### src/rtl/bennett_clock_gen_if.sv
// Control and rail bundle for bennett_clock_gen. master = sequencer/issue logic,
// slave = the clock generator itself.
interface bennett_clock_gen_if #(
  parameter int WIDTH  = 11,
  parameter int HOLD_W = 4,
  parameter int CNT_W  = 16
);
  // start/continuous act as a request, and busy acts as the inverse of ready.
  // A request is taken only on a rising edge where busy=0 and stall=0.
  // start is ignored while busy=1.
  logic              start;
  logic              continuous;
  logic [HOLD_W-1:0] hold_cycles;
  logic              stall;
  logic              busy;
  logic              Fclk;
  logic              instFlag;
  logic [WIDTH-1:0]  lane_active;
  logic [WIDTH-1:0]  clkn;
  logic [WIDTH-1:0]  clkp;
  logic [CNT_W-1:0]  cycle_count;
  logic [1:0]        dbg_state;

  modport master (
    output start, continuous, hold_cycles, stall,
    input  busy, Fclk, instFlag, lane_active, clkn, clkp, cycle_count, dbg_state
  );

  modport slave (
    input  start, continuous, hold_cycles, stall,
    output busy, Fclk, instFlag, lane_active, clkn, clkp, cycle_count, dbg_state
  );
endinterface

### src/rtl/bennett_clock_gen.sv
// Multi-phase Bennett clock generator: ramps WIDTH rail pairs up, dwells, ramps down.
// Optional BENNETT_XPROP_EN: inactive rails drive X instead of parked 1/0 levels.
module bennett_clock_gen #(
  parameter int WIDTH  = 11,
  parameter int HOLD_W = 4,
  parameter int CNT_W  = 16,
  localparam int LVL_W = $clog2(WIDTH + 1)
) (
  input  logic                  clk,
  input  logic                  reset,
  bennett_clock_gen_if.slave    bus
);

  typedef enum logic [1:0] {
    IDLE      = 2'd0,
    RAMP_UP   = 2'd1,
    HOLD      = 2'd2,
    RAMP_DOWN = 2'd3
  } state_t;

  localparam logic [LVL_W-1:0] LVL_ONE = LVL_W'(1);
  localparam logic [LVL_W-1:0] LVL_TOP = LVL_W'(WIDTH);

  state_t            state, state_nxt;
  logic [LVL_W-1:0]  lvl, lvl_nxt;
  logic [HOLD_W-1:0] hold_cnt, hold_cnt_nxt;
  logic              fclk_nxt;
  logic              inst_nxt;
  logic              cnt_inc;
  logic [WIDTH-1:0]  mask_nxt;
  logic [WIDTH-1:0]  clkp_nxt;
  logic [WIDTH-1:0]  clkn_nxt;

  function automatic logic [WIDTH-1:0] lane_mask(input logic [LVL_W-1:0] l);
    lane_mask = '0;
    for (int i = 0; i < WIDTH; i++) begin
      lane_mask[i] = (LVL_W'(i) < l);
    end
  endfunction

  always_comb begin
    state_nxt    = state;
    lvl_nxt      = lvl;
    hold_cnt_nxt = hold_cnt;
    fclk_nxt     = 1'b0;
    inst_nxt     = 1'b0;
    cnt_inc      = 1'b0;
    case (state)
      IDLE: begin
        if (!bus.stall && (bus.start || bus.continuous)) begin
          state_nxt    = RAMP_UP;
          lvl_nxt      = LVL_ONE;
          hold_cnt_nxt = bus.hold_cycles;
        end
      end
      RAMP_UP: begin
        if (!bus.stall) begin
          lvl_nxt = lvl + LVL_ONE;
          if (lvl == LVL_TOP - LVL_ONE) begin
            fclk_nxt  = 1'b1;
            state_nxt = (hold_cnt != '0) ? HOLD : RAMP_DOWN;
          end
        end
      end
      HOLD: begin
        // Level stays at WIDTH; leaving on count 1 gives 1+H cycles at full level.
        if (!bus.stall) begin
          hold_cnt_nxt = hold_cnt - HOLD_W'(1);
          if (hold_cnt == HOLD_W'(1)) begin
            state_nxt = RAMP_DOWN;
          end
        end
      end
      RAMP_DOWN: begin
        if (!bus.stall) begin
          lvl_nxt = lvl - LVL_ONE;
          if (lvl == LVL_ONE) begin
            inst_nxt  = 1'b1;
            cnt_inc   = 1'b1;
            state_nxt = IDLE;
          end
        end
      end
      default: begin
        state_nxt = IDLE;
        lvl_nxt   = '0;
      end
    endcase
  end

  always_comb begin
    mask_nxt = lane_mask(lvl_nxt);
    clkp_nxt = '0;
    clkn_nxt = '0;
    for (int i = 0; i < WIDTH; i++) begin
`ifdef BENNETT_XPROP_EN
      clkp_nxt[i] = mask_nxt[i] ? 1'b1 : 1'bx;
      clkn_nxt[i] = mask_nxt[i] ? 1'b0 : 1'bx;
`else
      clkp_nxt[i] = mask_nxt[i];
      clkn_nxt[i] = ~mask_nxt[i];
`endif
    end
  end

  always_ff @(posedge clk) begin
    if (!reset) begin
      state    <= IDLE;
      lvl      <= '0;
      hold_cnt <= '0;
    end else begin
      state    <= state_nxt;
      lvl      <= lvl_nxt;
      hold_cnt <= hold_cnt_nxt;
    end
  end

  // Every output is loaded from next-state values so nothing is combinational.
  always_ff @(posedge clk) begin
    if (!reset) begin
      bus.busy        <= 1'b0;
      bus.Fclk        <= 1'b0;
      bus.instFlag    <= 1'b0;
      bus.cycle_count <= '0;
      bus.lane_active <= '0;
`ifdef BENNETT_XPROP_EN
      bus.clkp        <= 'x;
      bus.clkn        <= 'x;
`else
      bus.clkp        <= '0;
      bus.clkn        <= '1;
`endif
    end else begin
      bus.busy        <= (state_nxt != IDLE);
      bus.Fclk        <= fclk_nxt;
      bus.instFlag    <= inst_nxt;
      bus.lane_active <= mask_nxt;
      bus.clkp        <= clkp_nxt;
      bus.clkn        <= clkn_nxt;
      if (cnt_inc) begin
        bus.cycle_count <= bus.cycle_count + CNT_W'(1);
      end
    end
  end

  assign bus.dbg_state = state;

endmodule

### src/flat_wrapper.sv
// flat-port wrapper written by rule: the top's interface ports become plain ports
module bennett_clock_gen_flat 
#(
  parameter int WIDTH  = 11,
  parameter int HOLD_W = 4,
  parameter int CNT_W  = 16,
  localparam int LVL_W = $clog2(WIDTH + 1)
)
  (clk, reset, bus_start, bus_continuous, bus_hold_cycles, bus_stall, bus_busy, bus_Fclk, bus_instFlag, bus_lane_active, bus_clkn, bus_clkp, bus_cycle_count, bus_dbg_state);
  bennett_clock_gen_if #(.WIDTH(WIDTH), .HOLD_W(HOLD_W), .CNT_W(CNT_W)) bus_i ();
  input  logic clk;
  input  logic reset;
  input wire logic [$bits(bus_i.start)-1:0] bus_start;
  input wire logic [$bits(bus_i.continuous)-1:0] bus_continuous;
  input wire logic [$bits(bus_i.hold_cycles)-1:0] bus_hold_cycles;
  input wire logic [$bits(bus_i.stall)-1:0] bus_stall;
  output wire logic [$bits(bus_i.busy)-1:0] bus_busy;
  output wire logic [$bits(bus_i.Fclk)-1:0] bus_Fclk;
  output wire logic [$bits(bus_i.instFlag)-1:0] bus_instFlag;
  output wire logic [$bits(bus_i.lane_active)-1:0] bus_lane_active;
  output wire logic [$bits(bus_i.clkn)-1:0] bus_clkn;
  output wire logic [$bits(bus_i.clkp)-1:0] bus_clkp;
  output wire logic [$bits(bus_i.cycle_count)-1:0] bus_cycle_count;
  output wire logic [$bits(bus_i.dbg_state)-1:0] bus_dbg_state;
  assign bus_i.start = bus_start;
  assign bus_i.continuous = bus_continuous;
  assign bus_i.hold_cycles = bus_hold_cycles;
  assign bus_i.stall = bus_stall;
  assign bus_busy = bus_i.busy;
  assign bus_Fclk = bus_i.Fclk;
  assign bus_instFlag = bus_i.instFlag;
  assign bus_lane_active = bus_i.lane_active;
  assign bus_clkn = bus_i.clkn;
  assign bus_clkp = bus_i.clkp;
  assign bus_cycle_count = bus_i.cycle_count;
  assign bus_dbg_state = bus_i.dbg_state;
  bennett_clock_gen #(.WIDTH(WIDTH), .HOLD_W(HOLD_W), .CNT_W(CNT_W)) u_core (.clk(clk), .reset(reset), .bus(bus_i));
endmodule
### config.mk
export PLATFORM = sky130hd
export DESIGN_NAME = bennett_clock_gen_flat
export DESIGN_NICKNAME = d
export VERILOG_FILES = /design/src/rtl/bennett_clock_gen_if.sv /design/src/rtl/bennett_clock_gen.sv /design/src/flat_wrapper.sv
export SDC_FILE = /design/constraint.sdc
export NUM_CORES = 1
export LEC_CHECK = 0
export BUFFER_PORTS_ARGS = -buffer_cell sky130_fd_sc_hd__buf_2
export CAP_MARGIN = 0
export CORE_ASPECT_RATIO = 0.9
export CORE_MARGIN = 2
export CORE_UTILIZATION = 45
export CTS_CLUSTER_DIAMETER = 150
export DETAILED_ROUTE_END_ITERATION = 7
export PLACE_DENSITY_LB_ADDON = 0.05
export SLEW_MARGIN = 30
export SYNTH_ARGS = -nofsm -noshare
export SYNTH_HDL_FRONTEND = slang
export SYNTH_SLANG_ARGS = --single-unit
### constraint.sdc
create_clock -name clk -period 2.2 [get_ports clk]
set_input_delay 0.44 -clock clk [delete_from_list [all_inputs] [get_ports clk]]
set_output_delay 0.44 -clock clk [all_outputs]
set_load 0.01 [all_outputs]
# [After elaboration in Yosys (flattened, before gate mapping)]
# Cells that the tools add are included.
[totals] regBits=51 latch_bits=0 mem_bits_rw=0 mem_bits_ro=0 input_bits=9 out_inout_bits=54 elab_cells=74 n_memories=0
[classes] addsub=4 mul=0 n_div=0 n_lt_le_gt_ge=11 n_eq_ne=8 n_shift=0 n_mux=20 bitwise_logic=13 n_reduce_logical=9
[ops] operator="4-bit two-way mux" n=5
[ops] operator="16-bit by 1-bit adder with 16-bit output (second input constant)" n=1
[ops] operator="3-bit by 4-bit less-than comparator with 1-bit output (first input constant)" n=4
[ops] operator="2-bit two-way mux" n=7
[ops] operator="1-bit inverter" n=13
[ops] operator="4-bit less-than comparator (first input constant)" n=3
[ops] operator="4-bit one-hot mux with 3 select lines" n=1
[ops] operator="4-bit by 1-bit == test with 1-bit output (second input constant)" n=2
[ops] operator="1-bit by 4-bit less-than comparator with 1-bit output (first input constant)" n=2
[ops] operator="2-bit by 4-bit less-than comparator with 1-bit output (first input constant)" n=2
[ops] operator="2-bit one-hot mux with 4 select lines" n=1
[ops] operator="4-bit one-hot mux with 2 select lines" n=1
[ops] operator="4-bit by 1-bit subtractor with 4-bit output (second input constant)" n=2
[ops] operator="1-bit two-way mux" n=5
[ops] operator="4-bit by 1-bit adder with 4-bit output (second input constant)" n=1
[ops] operator="2-bit == test (second input constant)" n=2
[ops] operator="4-bit == test (second input constant)" n=1
[ops] operator="2-bit nonzero test" n=2
[ops] operator="4-bit nonzero test" n=1
[ops] operator="3-bit AND reduction" n=1
[ops] operator="3-bit OR reduction" n=1
[ops] operator="2-bit by 1-bit == test with 1-bit output (second input constant)" n=1
[ops] operator="2-bit zero test" n=1
[ops] operator="2-bit by 1-bit != test with 1-bit output (second input constant)" n=1
[ops] operator="4 further kinds" n=4

# [Logic depth before layout (Yosys ltp)]
# Gate-level depths: netlist of run 1.
[logic_depth] word_depth=6 mapped_depth=8 ltp_nobuf=7

# [Worst setup path before layout of run 1]
# OpenSTA, ideal clock, no wires.
[synth_path] kind="input -> register" from="input bus_stall" to="register u_core.bus.clkn[2]" setup_ns=0.132 t_arrival_ns=1.675 required_ns=2.068 setup_slack_ns=0.393 stages=8 n_path_buf=3 path_cell_list="buf_6 > nand2b_1 > buf_2 > or3_1 > nand3_1 > o2111a_2 > buf_4 > a21oi_1"
[synth_between] elab_chain_cells=6 word_cells_on_any_way=8 classes_between="order compare (1); mux (4); bitwise (1); reduce/logical (2)"
[synth_lines] item="start: declaration" line_no="flat_wrapper.sv:16" source="input wire logic [$bits(bus_i.stall)-1:0] bus_stall;"
[synth_lines] item="1-bit zero test"
[synth_lines] item="1-bit logical AND" line_no="bennett_clock_gen.sv:50" source="if (!bus.stall && (bus.start || bus.continuous)) begin"
[synth_lines] item="4-bit two-way mux" line_no="bennett_clock_gen.sv:50"
[synth_lines] item="4-bit one-hot mux with 3 select lines (*)" line_no="bennett_clock_gen.sv:48" source="case (state)"
[synth_lines] item="2-bit by 4-bit less-than comparator with 1-bit output (*)" line_no="bennett_clock_gen.sv:37" source="lane_mask[i] = (LVL_W'(i) < l);"
[synth_lines] item="1-bit inverter (*)" line_no="bennett_clock_gen.sv:101" source="clkn_nxt[i] = ~mask_nxt[i];"
[synth_lines] item="end signal: assignment" line_no="bennett_clock_gen.sv:139" source="bus.clkn <= clkn_nxt;"
[synth_lines] item="end: declaration" line_no="bennett_clock_gen_if.sv:31" source="output busy, Fclk, instFlag, lane_active, clkn, clkp, cycle_count, dbg_state"
# Every way passes the cells marked *; elsewhere a longest branch is shown, timed or not.
# A chain may end at the register's enable or synchronous reset.

# [Worst setup path in the final report of run 1]
[layout_path] from="register u_core.lvl[0]" to="register u_core.bus.clkn[2]"
[layout_between] elab_chain_cells=5 word_cells_on_any_way=8 classes_between="add/sub (2); order compare (1); mux (4); bitwise (1)"
[layout_lines] item="start: declaration" line_no="bennett_clock_gen.sv:25" source="logic [LVL_W-1:0] lvl, lvl_nxt;"
[layout_lines] item="start signal: assignment" line_no="bennett_clock_gen.sv:113" source="lvl <= lvl_nxt;"
[layout_lines] item="4-bit by 1-bit subtractor with 4-bit output or 4-bit by 1-bit adder with 4-bit output (tied branches)" line_no="bennett_clock_gen.sv:76, bennett_clock_gen.sv:58"
[layout_lines] item="4-bit two-way mux, on equally long branches" line_no="bennett_clock_gen.sv:75, bennett_clock_gen.sv:57"
[layout_lines] item="4-bit one-hot mux with 3 select lines (*)" line_no="bennett_clock_gen.sv:48"
[layout_lines] item="2-bit by 4-bit less-than comparator with 1-bit output (*)" line_no="bennett_clock_gen.sv:37"
[layout_lines] item="1-bit inverter (*)" line_no="bennett_clock_gen.sv:101"
# Marked as above.

==> metrics.json, run 1 <==
{
  "run_status": {"value": "finished, final reports clean"},
  "post-route-period-util": {"value": 0.9002},
  "reg2reg_slack": {"value": 0.22, "unit": "ns"},
  "row_count": {"value": 24},
  "synthMostInstantiatedCell": {"value": "sky130_fd_sc_hd__dfxtp_1"},
  "floorplan_core_area": {"value": 0.004805, "unit": "sq mm"},
  "finish.net_count": {"value": 315},
  "wl_per_cell": {"value": 12.40, "unit": "um"},
  "netlist.area_leader.share": {"value": 0.4474},
  "proportion_of_synthesized_chip_area_in_sequential_cells": {"value": 0.4474},
  "final.hold.worst_slack": {"value": 0.4894, "unit": "ns"},
  "fillCellCount": {"value": 501},
  "antenna_violations_before_repair": {"value": 0},
  "detailedRoute.firstPassIterationCount": {"value": 4},
  "cts-buffers-inserted": {"value": 5},
  "max_cap_violations": {"value": 0},
  "critical_path.endpoint_type": {"value": "flip-flop"},
  "cts_resized": {"value": 0},
  "synth_cell_type_count": {"value": 51},
  "number_of_nets_still_failing_antenna_checks_after_routing": {"value": 0},
  "dp.final_hpwl": {"value": 3221, "unit": "um"},
  "fin_total_pwr": {"value": 0.001714, "unit": "W"},
  "timing.slew.headroom": {"value": 0.6642},
  "drive_gt1_frac": {"value": 0.2977},
  "detail_route.wirelength": {"value": 4513, "unit": "um"},
  "cts.root.buffer_cell": {"value": "sky130_fd_sc_hd__clkbuf_8"},
  "final.setup.tns": {"value": 0, "unit": "ns"},
  "synth_enable_flop_cells": {"value": 0},
  "mappedNetlistArea": {"value": 0.002237, "unit": "sq mm"},
  "finalWeightedCongestion": {"value": 0.7675},
  "netlist_top_cells_count": {"value": "50 x sky130_fd_sc_hd__dfxtp_1, 37 x sky130_fd_sc_hd__nor2_1, 14 x sky130_fd_sc_hd__nand2_1"},
  "die-width": {"value": 78.32, "unit": "um"},
  "post_synth_main_area_contributors": {"value": "sky130_fd_sc_hd__dfxtp_1 45%, sky130_fd_sc_hd__nor2_1 6.2%, sky130_fd_sc_hd__ha_1 4.5%, sky130_fd_sc_hd__buf_4 4.4%, sky130_fd_sc_hd__xor2_1 4.3%"},
  "finClkSkew": {"value": 0.006596, "unit": "ns"},
  "pwr_density_cell": {"value": 651.9, "unit": "mW/mm^2"},
  "buffer_ports.inserted": {"value": 62},
  "synth_warnings": {"value": 0},
  "grt_pass1_wl": {"value": 7562, "unit": "um"},
  "grt_start_max_net_pins": {"value": 23},
  "hp-class": {"value": "in2reg"},
  "floorplan.die.height": {"value": 70.89, "unit": "um"},
  "fp.dieArea": {"value": 0.005552, "unit": "sq mm"},
  "synth-main-ff-cell": {"value": "sky130_fd_sc_hd__dfxtp_1"},
  "drt_iter0_markers": {"value": 97},
  "static-leakage-power": {"value": 1.232, "unit": "nW"},
  "maximum_buffer_depth_of_the_clock_tree": {"value": 2},
  "worstSetupStartpointType": {"value": "flip-flop"},
  "ctsHtreeMaxLevel": {"value": 2},
  "drc": {"value": 0},
  "stdcell_count": {"value": 364},
  "synthDominantAreaCellType": {"value": "sky130_fd_sc_hd__dfxtp_1"},
  "synth_nets": {"value": 263},
  "finalCoreUtilization": {"value": 0.5471},
  "maxClockFrequency": {"value": 0.5050, "unit": "GHz"},
  "dp_cells": {"value": 356},
  "setup_viol": {"value": 0},
  "overflow": {"value": 0},
  "cp_max_fo": {"value": 7},
  "ys_async_sr_fraction": {"value": 0},
  "antenna_cells": {"value": 0},
  "via_count": {"value": 1793},
  "syn2layout_area_growth": {"value": 17.51, "unit": "%"},
  "start_util": {"value": 0.4656},
  "post_synth.cell_area_avg": {"value": 9.094, "unit": "sq um"},
  "holdBufCountCts": {"value": 0},
  "syn-instance-count": {"value": 246},
  "cts_sinks": {"value": 50},
  "max_slew.worst_pin.slew": {"value": 0.5004, "unit": "ns"},
  "ir_drop": {"value": 0.4161, "unit": "mV"},
  "cp_data_required_time": {"value": 2.38, "unit": "ns"},
  "rsz_0062_raised_after_global_routing": {"value": "no"},
  "groute.usage.overall": {"value": 0.1698},
  "vias_in_the_first_global_route": {"value": 1631},
  "clock_slew_at_reported_path_ffs": {"value": 0.09, "unit": "ns"},
  "startpoint_to_endpoint_class_of_the_critical_path": {"value": "reg2reg"},
  "final_max_slew_viol_count": {"value": 0},
  "post_cts_buffers": {"value": 0},
  "timing.final.hold_violations": {"value": 0},
  "clkLatencyLatePin": {"value": 0.30, "unit": "ns"},
  "fin_crit": {"value": 1.980, "unit": "ns"},
  "pin_count": {"value": 63},
  "clock_tree_from_tritoncts": {"value": "yes"},
  "vias_per_cell": {"value": 4.926},
  "critPathArrivalTime": {"value": 2.16, "unit": "ns"},
  "synth-seq-cells": {"value": 50}
}
==> cell usage in the layout (no fill, tap or decap), drive strengths merged, types with 4 or more instances in the layout <==
cell type  count
nand3          8
and2           4
xnor2          4
o21ai          9
a21o           7
buf           68
ha             8
inv            7
nand2         14
nor2          38
dfxtp         50
or2            4
xor2          11
nor3           4
clkbuf         5
a21oi         13
nand4          6
==> final cells by class <==
type	instances	area [sq um]	area share
Multi-Input combinational cell	165	1047	0.3984
Clock buffer	5	68.82	0.02618
Tap cell	65	81.33	0.03094
Sequential cell	50	1001	0.3808
Clock inverter	3	45.04	0.01713
Timing Repair Buffer	68	355.3	0.1352
Inverter	8	30.03	0.01142
==> critical path, cell delays in order (launching register included) <==
cell	delay, ns
sky130_fd_sc_hd__dfxtp_1	0.45
sky130_fd_sc_hd__inv_1	0.13
sky130_fd_sc_hd__ha_1	0.34
sky130_fd_sc_hd__nand2_1	0.06
sky130_fd_sc_hd__and3_1	0.18
sky130_fd_sc_hd__a311o_1	0.40
sky130_fd_sc_hd__o21ai_2	0.22
sky130_fd_sc_hd__a21oi_1	0.09
==> logic make-up (layout without fill, tap and decap cells) <==
| logic type | count (synthesis) | count (layout) | share of synthesized area |
|---|---|---|---|
| flip-flops | 50 | 50 | 0.4474 |
| buffers and inverters | 31 | 84 | 0.08444 |
| XOR/XNOR | 15 | 15 | 0.05872 |
| adder cells (fa/ha/maj) | 8 | 8 | 0.04474 |
| AO/OA/AOI/OAI | 43 | 43 | 0.1298 |
| AND/OR/NAND/NOR | 99 | 99 | 0.2349 |
==> power breakdown <==
part | total (W) | internal [W] | switching, W
Clock | 0.000644 | 0.000338 | 0.000305
Sequential | 0.000936 | 0.000921 | 0.0000147
Combinational | 0.000134 | 0.0000558 | 0.0000787
==> sequential cells by signal, indices dropped and copies added, names as in the netlist <==
register	cells
u_core.bus.Fclk	1
u_core.bus.busy	1
u_core.bus.clkn	11
u_core.bus.cycle_count	16
u_core.bus.dbg_state	2
u_core.bus.instFlag	1
u_core.bus.lane_active	11
u_core.hold_cnt	4
u_core.lvl	3
==> final timing paths <==
check                                  from                        end  cells after the start
setup / recovery              u_core.lvl[0]         u_core.bus.clkn[2]                      7
hold / removal                        reset         u_core.bus.clkn[0]                      2
setup reg to reg              u_core.lvl[0]         u_core.bus.clkn[2]                      7
hold reg to reg   u_core.bus.cycle_count[1]  u_core.bus.cycle_count[1]                      2
==> layer usage <==
layer / wire length (um) / GRT usage
met5: 0 / 0
met4: 39 / 0.04094
met3: 179 / 0.04337
met2: 1994 / 0.2634
met1: 2300 / 0.2393
==> stage by stage <==
step	setup slack, ns	instance area [sq um]
floorplan	0.3930	2237
global placement	0.2279	2515
detailed placement	0.2378	2515
CTS	0.2141	2629
global route	0.07719	2629
finish	0.2197	2629
Note: power is estimated with default switching activity, not from simulation.
==> inputs of run 2 (changes only) <==
--- a/config.mk
+++ b/config.mk
@@ -10,6 +10,7 @@
 export CORE_ASPECT_RATIO = 0.9
 export CORE_MARGIN = 2
 export CORE_UTILIZATION = 45
+export CTS_BUF_LIST = sky130_fd_sc_hd__clkbuf_16
 export CTS_CLUSTER_DIAMETER = 150
 export DETAILED_ROUTE_END_ITERATION = 7
 export PLACE_DENSITY_LB_ADDON = 0.05
==> metrics.json, run 2 (synthesized netlist as in run 1, its figures left out) <==
{
  "syn2layout_area_growth": {"value": 20.02, "unit": "%"},
  "drc": {"value": 0},
  "rsz_0062_raised_after_global_routing": {"value": "no"},
  "max_slew.worst_pin.slew": {"value": 0.5049, "unit": "ns"},
  "antenna_violations_before_repair": {"value": 0},
  "cts_resized": {"value": 0},
  "startpoint_to_endpoint_class_of_the_critical_path": {"value": "reg2reg"},
  "maxClockFrequency": {"value": 0.5067, "unit": "GHz"},
  "post-place-ws": {"value": 0.2378, "unit": "ns"},
  "grt_start_max_net_pins": {"value": 23},
  "pwr_density_cell": {"value": 721.7, "unit": "mW/mm^2"},
  "drive_gt1_frac": {"value": 0.2977},
  "final_cell_mix": {"value": "62 x sky130_fd_sc_hd__buf_2, 50 x sky130_fd_sc_hd__dfxtp_1, 37 x sky130_fd_sc_hd__nor2_1, 14 x sky130_fd_sc_hd__nand2_1, 13 x sky130_fd_sc_hd__a21oi_1"},
  "vias_per_cell": {"value": 4.937},
  "cp_data_required_time": {"value": 2.36, "unit": "ns"},
  "drt_iter0_markers": {"value": 85},
  "start_util": {"value": 0.4656},
  "hp-class": {"value": "in2reg"},
  "clkLatencyLatePin": {"value": 0.28, "unit": "ns"},
  "post-route-period-util": {"value": 0.8971},
  "die-width": {"value": 78.32, "unit": "um"},
  "worstSetupStartpointType": {"value": "flip-flop"},
  "pin_count": {"value": 63},
  "setup_viol": {"value": 0},
  "run_status": {"value": "finished, final reports clean"},
  "wl_per_cell": {"value": 12.39, "unit": "um"},
  "cts-buffers-inserted": {"value": 5},
  "maximum_buffer_depth_of_the_clock_tree": {"value": 2},
  "critical_path.endpoint_type": {"value": "flip-flop"},
  "biggestRegsByFlops": {"value": "u_core.bus.cycle_count: 16 flops, u_core.bus.clkn: 11 flops, u_core.bus.lane_active: 11 flops"},
  "groute.usage.overall": {"value": 0.1687},
  "timing.final.hold_violations": {"value": 0},
  "critPathArrivalTime": {"value": 2.13, "unit": "ns"},
  "antenna_cells": {"value": 0},
  "largest_register_ffs": {"value": 16},
  "ctsHtreeMaxLevel": {"value": 2},
  "timing.slew.headroom": {"value": 0.6611},
  "post_cts_buffers": {"value": 0},
  "finalWeightedCongestion": {"value": 0.7675},
  "detail_route.wirelength": {"value": 4511, "unit": "um"},
  "fillCellCount": {"value": 494},
  "final_max_slew_viol_count": {"value": 0},
  "detailedRoute.firstPassIterationCount": {"value": 4},
  "row_count": {"value": 24},
  "grt_pass1_wl": {"value": 7576, "unit": "um"},
  "static-leakage-power": {"value": 1.257, "unit": "nW"},
  "max_cap_violations": {"value": 0},
  "ir_drop": {"value": 0.4588, "unit": "mV"},
  "dp.final_hpwl": {"value": 3221, "unit": "um"},
  "clock_tree_from_tritoncts": {"value": "yes"},
  "floorplan.die.height": {"value": 70.89, "unit": "um"},
  "cts_sinks": {"value": 50},
  "clock_slew_at_reported_path_ffs": {"value": 0.07, "unit": "ns"},
  "finalCoreUtilization": {"value": 0.5589},
  "cts.root.buffer_cell": {"value": "sky130_fd_sc_hd__clkbuf_16"},
  "vias_in_the_first_global_route": {"value": 1635},
  "holdBufCountCts": {"value": 0},
  "fin_crit": {"value": 1.974, "unit": "ns"},
  "final_critical_path_setup_slack": {"value": 0.2263, "unit": "ns"},
  "fp.dieArea": {"value": 0.005552, "unit": "sq mm"},
  "reg2reg_slack": {"value": 0.23, "unit": "ns"},
  "finish.net_count": {"value": 315},
  "floorplan_core_area": {"value": 0.004805, "unit": "sq mm"},
  "final.setup.tns": {"value": 0, "unit": "ns"},
  "largest_register": {"value": "u_core.bus.cycle_count"},
  "via_count": {"value": 1797},
  "number_of_nets_still_failing_antenna_checks_after_routing": {"value": 0},
  "buffer_ports.inserted": {"value": 62},
  "overflow": {"value": 0},
  "cp_max_fo": {"value": 7},
  "most_common_cell_after_layout_fill_and_taps_aside": {"value": "sky130_fd_sc_hd__buf_2"},
  "finClkSkew": {"value": 0.004191, "unit": "ns"}
}
## run 2: metrics by stage
step           std cells  instance area [sq um]  hold slack [ns]  power [W]
6_report             364                   2685           0.5058   0.001938
5_1_grt              364                   2685           0.5066   0.002028
4_1_cts              364                   2685           0.4948   0.001961
3_5_place_dp         356                   2515           0.5021   0.001091
3_3_place_gp         356                   2515           0.4964   0.001091
2_1_floorplan        246                   2237           0.5057   0.001052
## run 2: layout make-up
cell class / instances / area [sq um] / area share
clock buffer: 5 / 125.1 / 0.04660
tap: 65 / 81.33 / 0.03029
clock inverter: 3 / 45.04 / 0.01678
inverter: 8 / 30.03 / 0.01118
multi-input combinational: 165 / 1047 / 0.3900
timing repair buffer: 68 / 355.3 / 0.1323
sequential: 50 / 1001 / 0.3728
## run 2: routing by layer
| layer | wire, um | track usage | up-vias |
|---|---|---|---|
| li1 | - | - | 927 |
| met1 | 2283 | 0.2407 | 830 |
| met2 | 2042 | 0.2634 | 38 |
| met3 | 176 | 0.04337 | 2 |
| met4 | 8 | 0.02924 | 0 |
| met5 | 0 | 0 | - |
## run 2: where the power goes
part	internal, W	total [W]	switching [W]
clock	0.000536	0.000867	0.000331
combinational	0.0000557	0.000134	0.0000785
sequential	0.000922	0.000936	0.0000147
## run 2: final timing paths
| check | endpoint | startpoint | cells past startpoint |
|---|---|---|---|
| min | u_core.bus.clkn[0] | reset | 2 |
| min reg2reg | u_core.bus.cycle_count[1] | u_core.bus.cycle_count[1] | 2 |
| max reg2reg | u_core.bus.clkn[2] | u_core.lvl[0] | 7 |
| max | u_core.bus.clkn[2] | u_core.lvl[0] | 7 |
## run 2: critical path: stages, from the launching register on
cell                      delay, ns
sky130_fd_sc_hd__dfxtp_1       0.44
sky130_fd_sc_hd__inv_1         0.12
sky130_fd_sc_hd__ha_1          0.34
sky130_fd_sc_hd__nand2_1       0.06
sky130_fd_sc_hd__and3_1        0.18
sky130_fd_sc_hd__a311o_1       0.40
sky130_fd_sc_hd__o21ai_2       0.22
sky130_fd_sc_hd__a21oi_1       0.09
==> inputs of run 3 (changes only) <==
--- a/config.mk
+++ b/config.mk
@@ -5,14 +5,14 @@
 export SDC_FILE = /design/constraint.sdc
 export NUM_CORES = 1
 export LEC_CHECK = 0
-export BUFFER_PORTS_ARGS = -buffer_cell sky130_fd_sc_hd__buf_2
 export CAP_MARGIN = 0
 export CORE_ASPECT_RATIO = 0.9
 export CORE_MARGIN = 2
-export CORE_UTILIZATION = 45
+export CORE_UTILIZATION = 40
 export CTS_BUF_LIST = sky130_fd_sc_hd__clkbuf_16
 export CTS_CLUSTER_DIAMETER = 150
 export DETAILED_ROUTE_END_ITERATION = 7
+export DONT_BUFFER_PORTS = 1
 export PLACE_DENSITY_LB_ADDON = 0.05
 export SLEW_MARGIN = 30
 export SYNTH_ARGS = -nofsm -noshare
==> metrics.json, run 3 (synthesized netlist as in run 1, its figures left out) <==
{
  "worstHoldStart": {"value": "reset"},
  "wl_per_cell": {"value": 14.63, "unit": "um"},
  "drc": {"value": 0},
  "clkPwrFrac": {"value": 0.417},
  "r2r_cells": {"value": 7},
  "final_critical_path_setup_slack": {"value": 0.2085, "unit": "ns"},
  "grt_pass1_wl": {"value": 7465, "unit": "um"},
  "startpoint_to_endpoint_class_of_the_critical_path": {"value": "reg2reg"},
  "hp-class": {"value": "in2reg"},
  "holdBufCountCts": {"value": 0},
  "die-width": {"value": 82.83, "unit": "um"},
  "timing.hold.worst_path_depth": {"value": 1},
  "groute.usage.overall": {"value": 0.1495},
  "final_cell_mix": {"value": "50 x sky130_fd_sc_hd__dfxtp_1, 37 x sky130_fd_sc_hd__nor2_1, 14 x sky130_fd_sc_hd__nand2_1, 13 x sky130_fd_sc_hd__a21oi_1, 11 x sky130_fd_sc_hd__xor2_1"},
  "setup_viol": {"value": 0},
  "critical_path.reg2reg.endpoint": {"value": "u_core.bus.clkn[2]"},
  "drt_iter0_markers": {"value": 87},
  "rsz_0062_raised_after_global_routing": {"value": "no"},
  "final.setup.tns": {"value": 0, "unit": "ns"},
  "reg2reg_slack": {"value": 0.21, "unit": "ns"},
  "pin_count": {"value": 63},
  "cts.root.buffer_cell": {"value": "sky130_fd_sc_hd__clkbuf_16"},
  "cts_sinks": {"value": 50},
  "ctsHtreeMaxLevel": {"value": 2},
  "syn2layout_area_growth": {"value": 4.978, "unit": "%"},
  "timing.final.hold_violations": {"value": 0},
  "most_common_cell_after_layout_fill_and_taps_aside": {"value": "sky130_fd_sc_hd__dfxtp_1"},
  "overflow": {"value": 0},
  "cp_data_required_time": {"value": 2.36, "unit": "ns"},
  "finalWeightedCongestion": {"value": 0.7694},
  "floorplan.die.height": {"value": 74.95, "unit": "um"},
  "holdPathEnd": {"value": "u_core.bus.clkn[0]"},
  "timing.slew.headroom": {"value": 0.6699},
  "antenna_cells": {"value": 0},
  "detailedRoute.firstPassIterationCount": {"value": 4},
  "vias_per_cell": {"value": 5.286},
  "intPower": {"value": 0.001380, "unit": "W"},
  "max_slew.worst_pin.slew": {"value": 0.4918, "unit": "ns"},
  "clkLatencyLatePin": {"value": 0.29, "unit": "ns"},
  "clock_tree_from_tritoncts": {"value": "yes"},
  "vias_in_the_first_global_route": {"value": 1579},
  "path_cells": {"value": "inv_1 > ha_1 > nand2_1 > and3_1 > a311o_1 > o21ai_2 > a21oi_1"},
  "ir_drop": {"value": 0.3575, "unit": "mV"},
  "grt_start_max_net_pins": {"value": 23},
  "seqPwrFrac": {"value": 0.525},
  "power.share.switching": {"value": 0.2311},
  "critPathArrivalTime": {"value": 2.15, "unit": "ns"},
  "post_cts_buffers": {"value": 0},
  "total_switching_power": {"value": 0.0004150, "unit": "W"},
  "cts-buffers-inserted": {"value": 5},
  "fp.dieArea": {"value": 0.006208, "unit": "sq mm"},
  "number_of_nets_still_failing_antenna_checks_after_routing": {"value": 0},
  "slowest_stage": {"value": "sky130_fd_sc_hd__dfxtp_1"},
  "fin_crit": {"value": 1.992, "unit": "ns"},
  "clock_slew_at_reported_path_ffs": {"value": 0.07, "unit": "ns"},
  "detail_route.wirelength": {"value": 4448, "unit": "um"},
  "critical_path.endpoint_type": {"value": "flip-flop"},
  "worstSetupStartpointType": {"value": "flip-flop"},
  "biggestRegsByFlops": {"value": "u_core.bus.cycle_count: 16 flops, u_core.bus.clkn: 11 flops, u_core.bus.lane_active: 11 flops"},
  "maxClockFrequency": {"value": 0.5021, "unit": "GHz"},
  "row_count": {"value": 25},
  "power.combinational.fraction": {"value": 0.058},
  "pwr_density_cell": {"value": 764.5, "unit": "mW/mm^2"},
  "largest_register_ffs": {"value": 16},
  "floorplan_core_area": {"value": 0.005318, "unit": "sq mm"},
  "cts_resized": {"value": 0},
  "post-route-period-util": {"value": 0.9052},
  "finClkSkew": {"value": 0.007780, "unit": "ns"},
  "static-leakage-power": {"value": 0.9539, "unit": "nW"},
  "maximum_buffer_depth_of_the_clock_tree": {"value": 2},
  "drive_gt1_frac": {"value": 0.1097},
  "buffer_ports.inserted": {"value": 0},
  "antenna_violations_before_repair": {"value": 0},
  "finish.net_count": {"value": 253},
  "largest_register": {"value": "u_core.bus.cycle_count"},
  "run_status": {"value": "finished, final reports clean"},
  "cp_max_fo": {"value": 7},
  "max_cap_violations": {"value": 0},
  "dp.final_hpwl": {"value": 3139, "unit": "um"},
  "start_util": {"value": 0.4207},
  "via_count": {"value": 1607},
  "regToRegStartpoint": {"value": "u_core.lvl[0]"},
  "max_stage_delay": {"value": 0.44, "unit": "ns"},
  "post-place-ws": {"value": 0.2285, "unit": "ns"},
  "final_max_slew_viol_count": {"value": 0}
}
==> run 3: cell types whose count changed in the layout (fill, tap and decap cells not counted), sizes merged <==
cell | before | now
bufinv | 1 | 0
clkinv | 1 | 3
buf | 68 | 6
clkinvlp | 2 | 1
==> run 3: worst max path at each step <==
stage                                           end  slack [ns]  cells after the start           from
final                            u_core.bus.clkn[2]        0.21                      7  u_core.lvl[0]
after global routing      u_core.bus.lane_active[0]        0.03                      7  u_core.lvl[0]
after CTS                        u_core.bus.clkn[2]        0.22                      7  u_core.lvl[0]
after detailed placement         u_core.bus.clkn[2]        0.23                      7  u_core.lvl[0]
after global placement           u_core.bus.clkn[2]        0.33                      7  u_core.lvl[0]
after floorplan                  u_core.bus.clkn[2]        0.39                      8      bus_stall
==> run 3: per-stage QoR <==
stage | hold WS (ns) | power (W) | cells | area (sq um) | util
after CTS | 0.2381 | 0.001813 | 304 | 2349 | 0.4416
after floorplan | 0.5057 | 0.001052 | 246 | 2237 | -
final | 0.2452 | 0.001796 | 304 | 2349 | 0.4416
after global routing | 0.2316 | 0.001874 | 304 | 2349 | 0.4416
after global placement | 0.5342 | 0.001065 | 296 | 2207 | 0.4151
after detailed placement | 0.5369 | 0.001068 | 296 | 2207 | 0.4151
==> run 3: area by class of cell <==
cell class,count,area (sq um)
Multi-Input combinational cell,165,1047
Fill cell,534,2969
Timing Repair Buffer,6,45.04
Sequential cell,50,1001
Clock buffer,5,125.1
Tap cell,67,83.83
Clock inverter,3,16.27
Inverter,8,30.03
==> run 3: critical path, delay by kind of cell (launching register included) <==
family,cells,cell delay (ns)
and+or+nand+nor,2,0.24
AOI/OAI and AO/OA,3,0.72
DFF,1,0.44
buffers and inverters,1,0.13
adders and majority gates,1,0.33
==> run 3: power groups by stage <==
stage	sequential, W	clock [W]	combinational, W
3_5_place_dp	0.000964	0	0.000104
6_report	0.000943	0.000749	0.000104
4_1_cts	0.000943	0.000765	0.000105
5_1_grt	0.000945	0.000807	0.000121
2_1_floorplan	0.000957	0	0.0000945
3_3_place_gp	0.000963	0	0.000102
==> run 3: routing by layer <==
metal	share of wire	global-route usage
met4	0.013	0.05647
met5	0	0
met1	0.46	0.1867
met2	0.45	0.2482
met3	0.077	0.04605
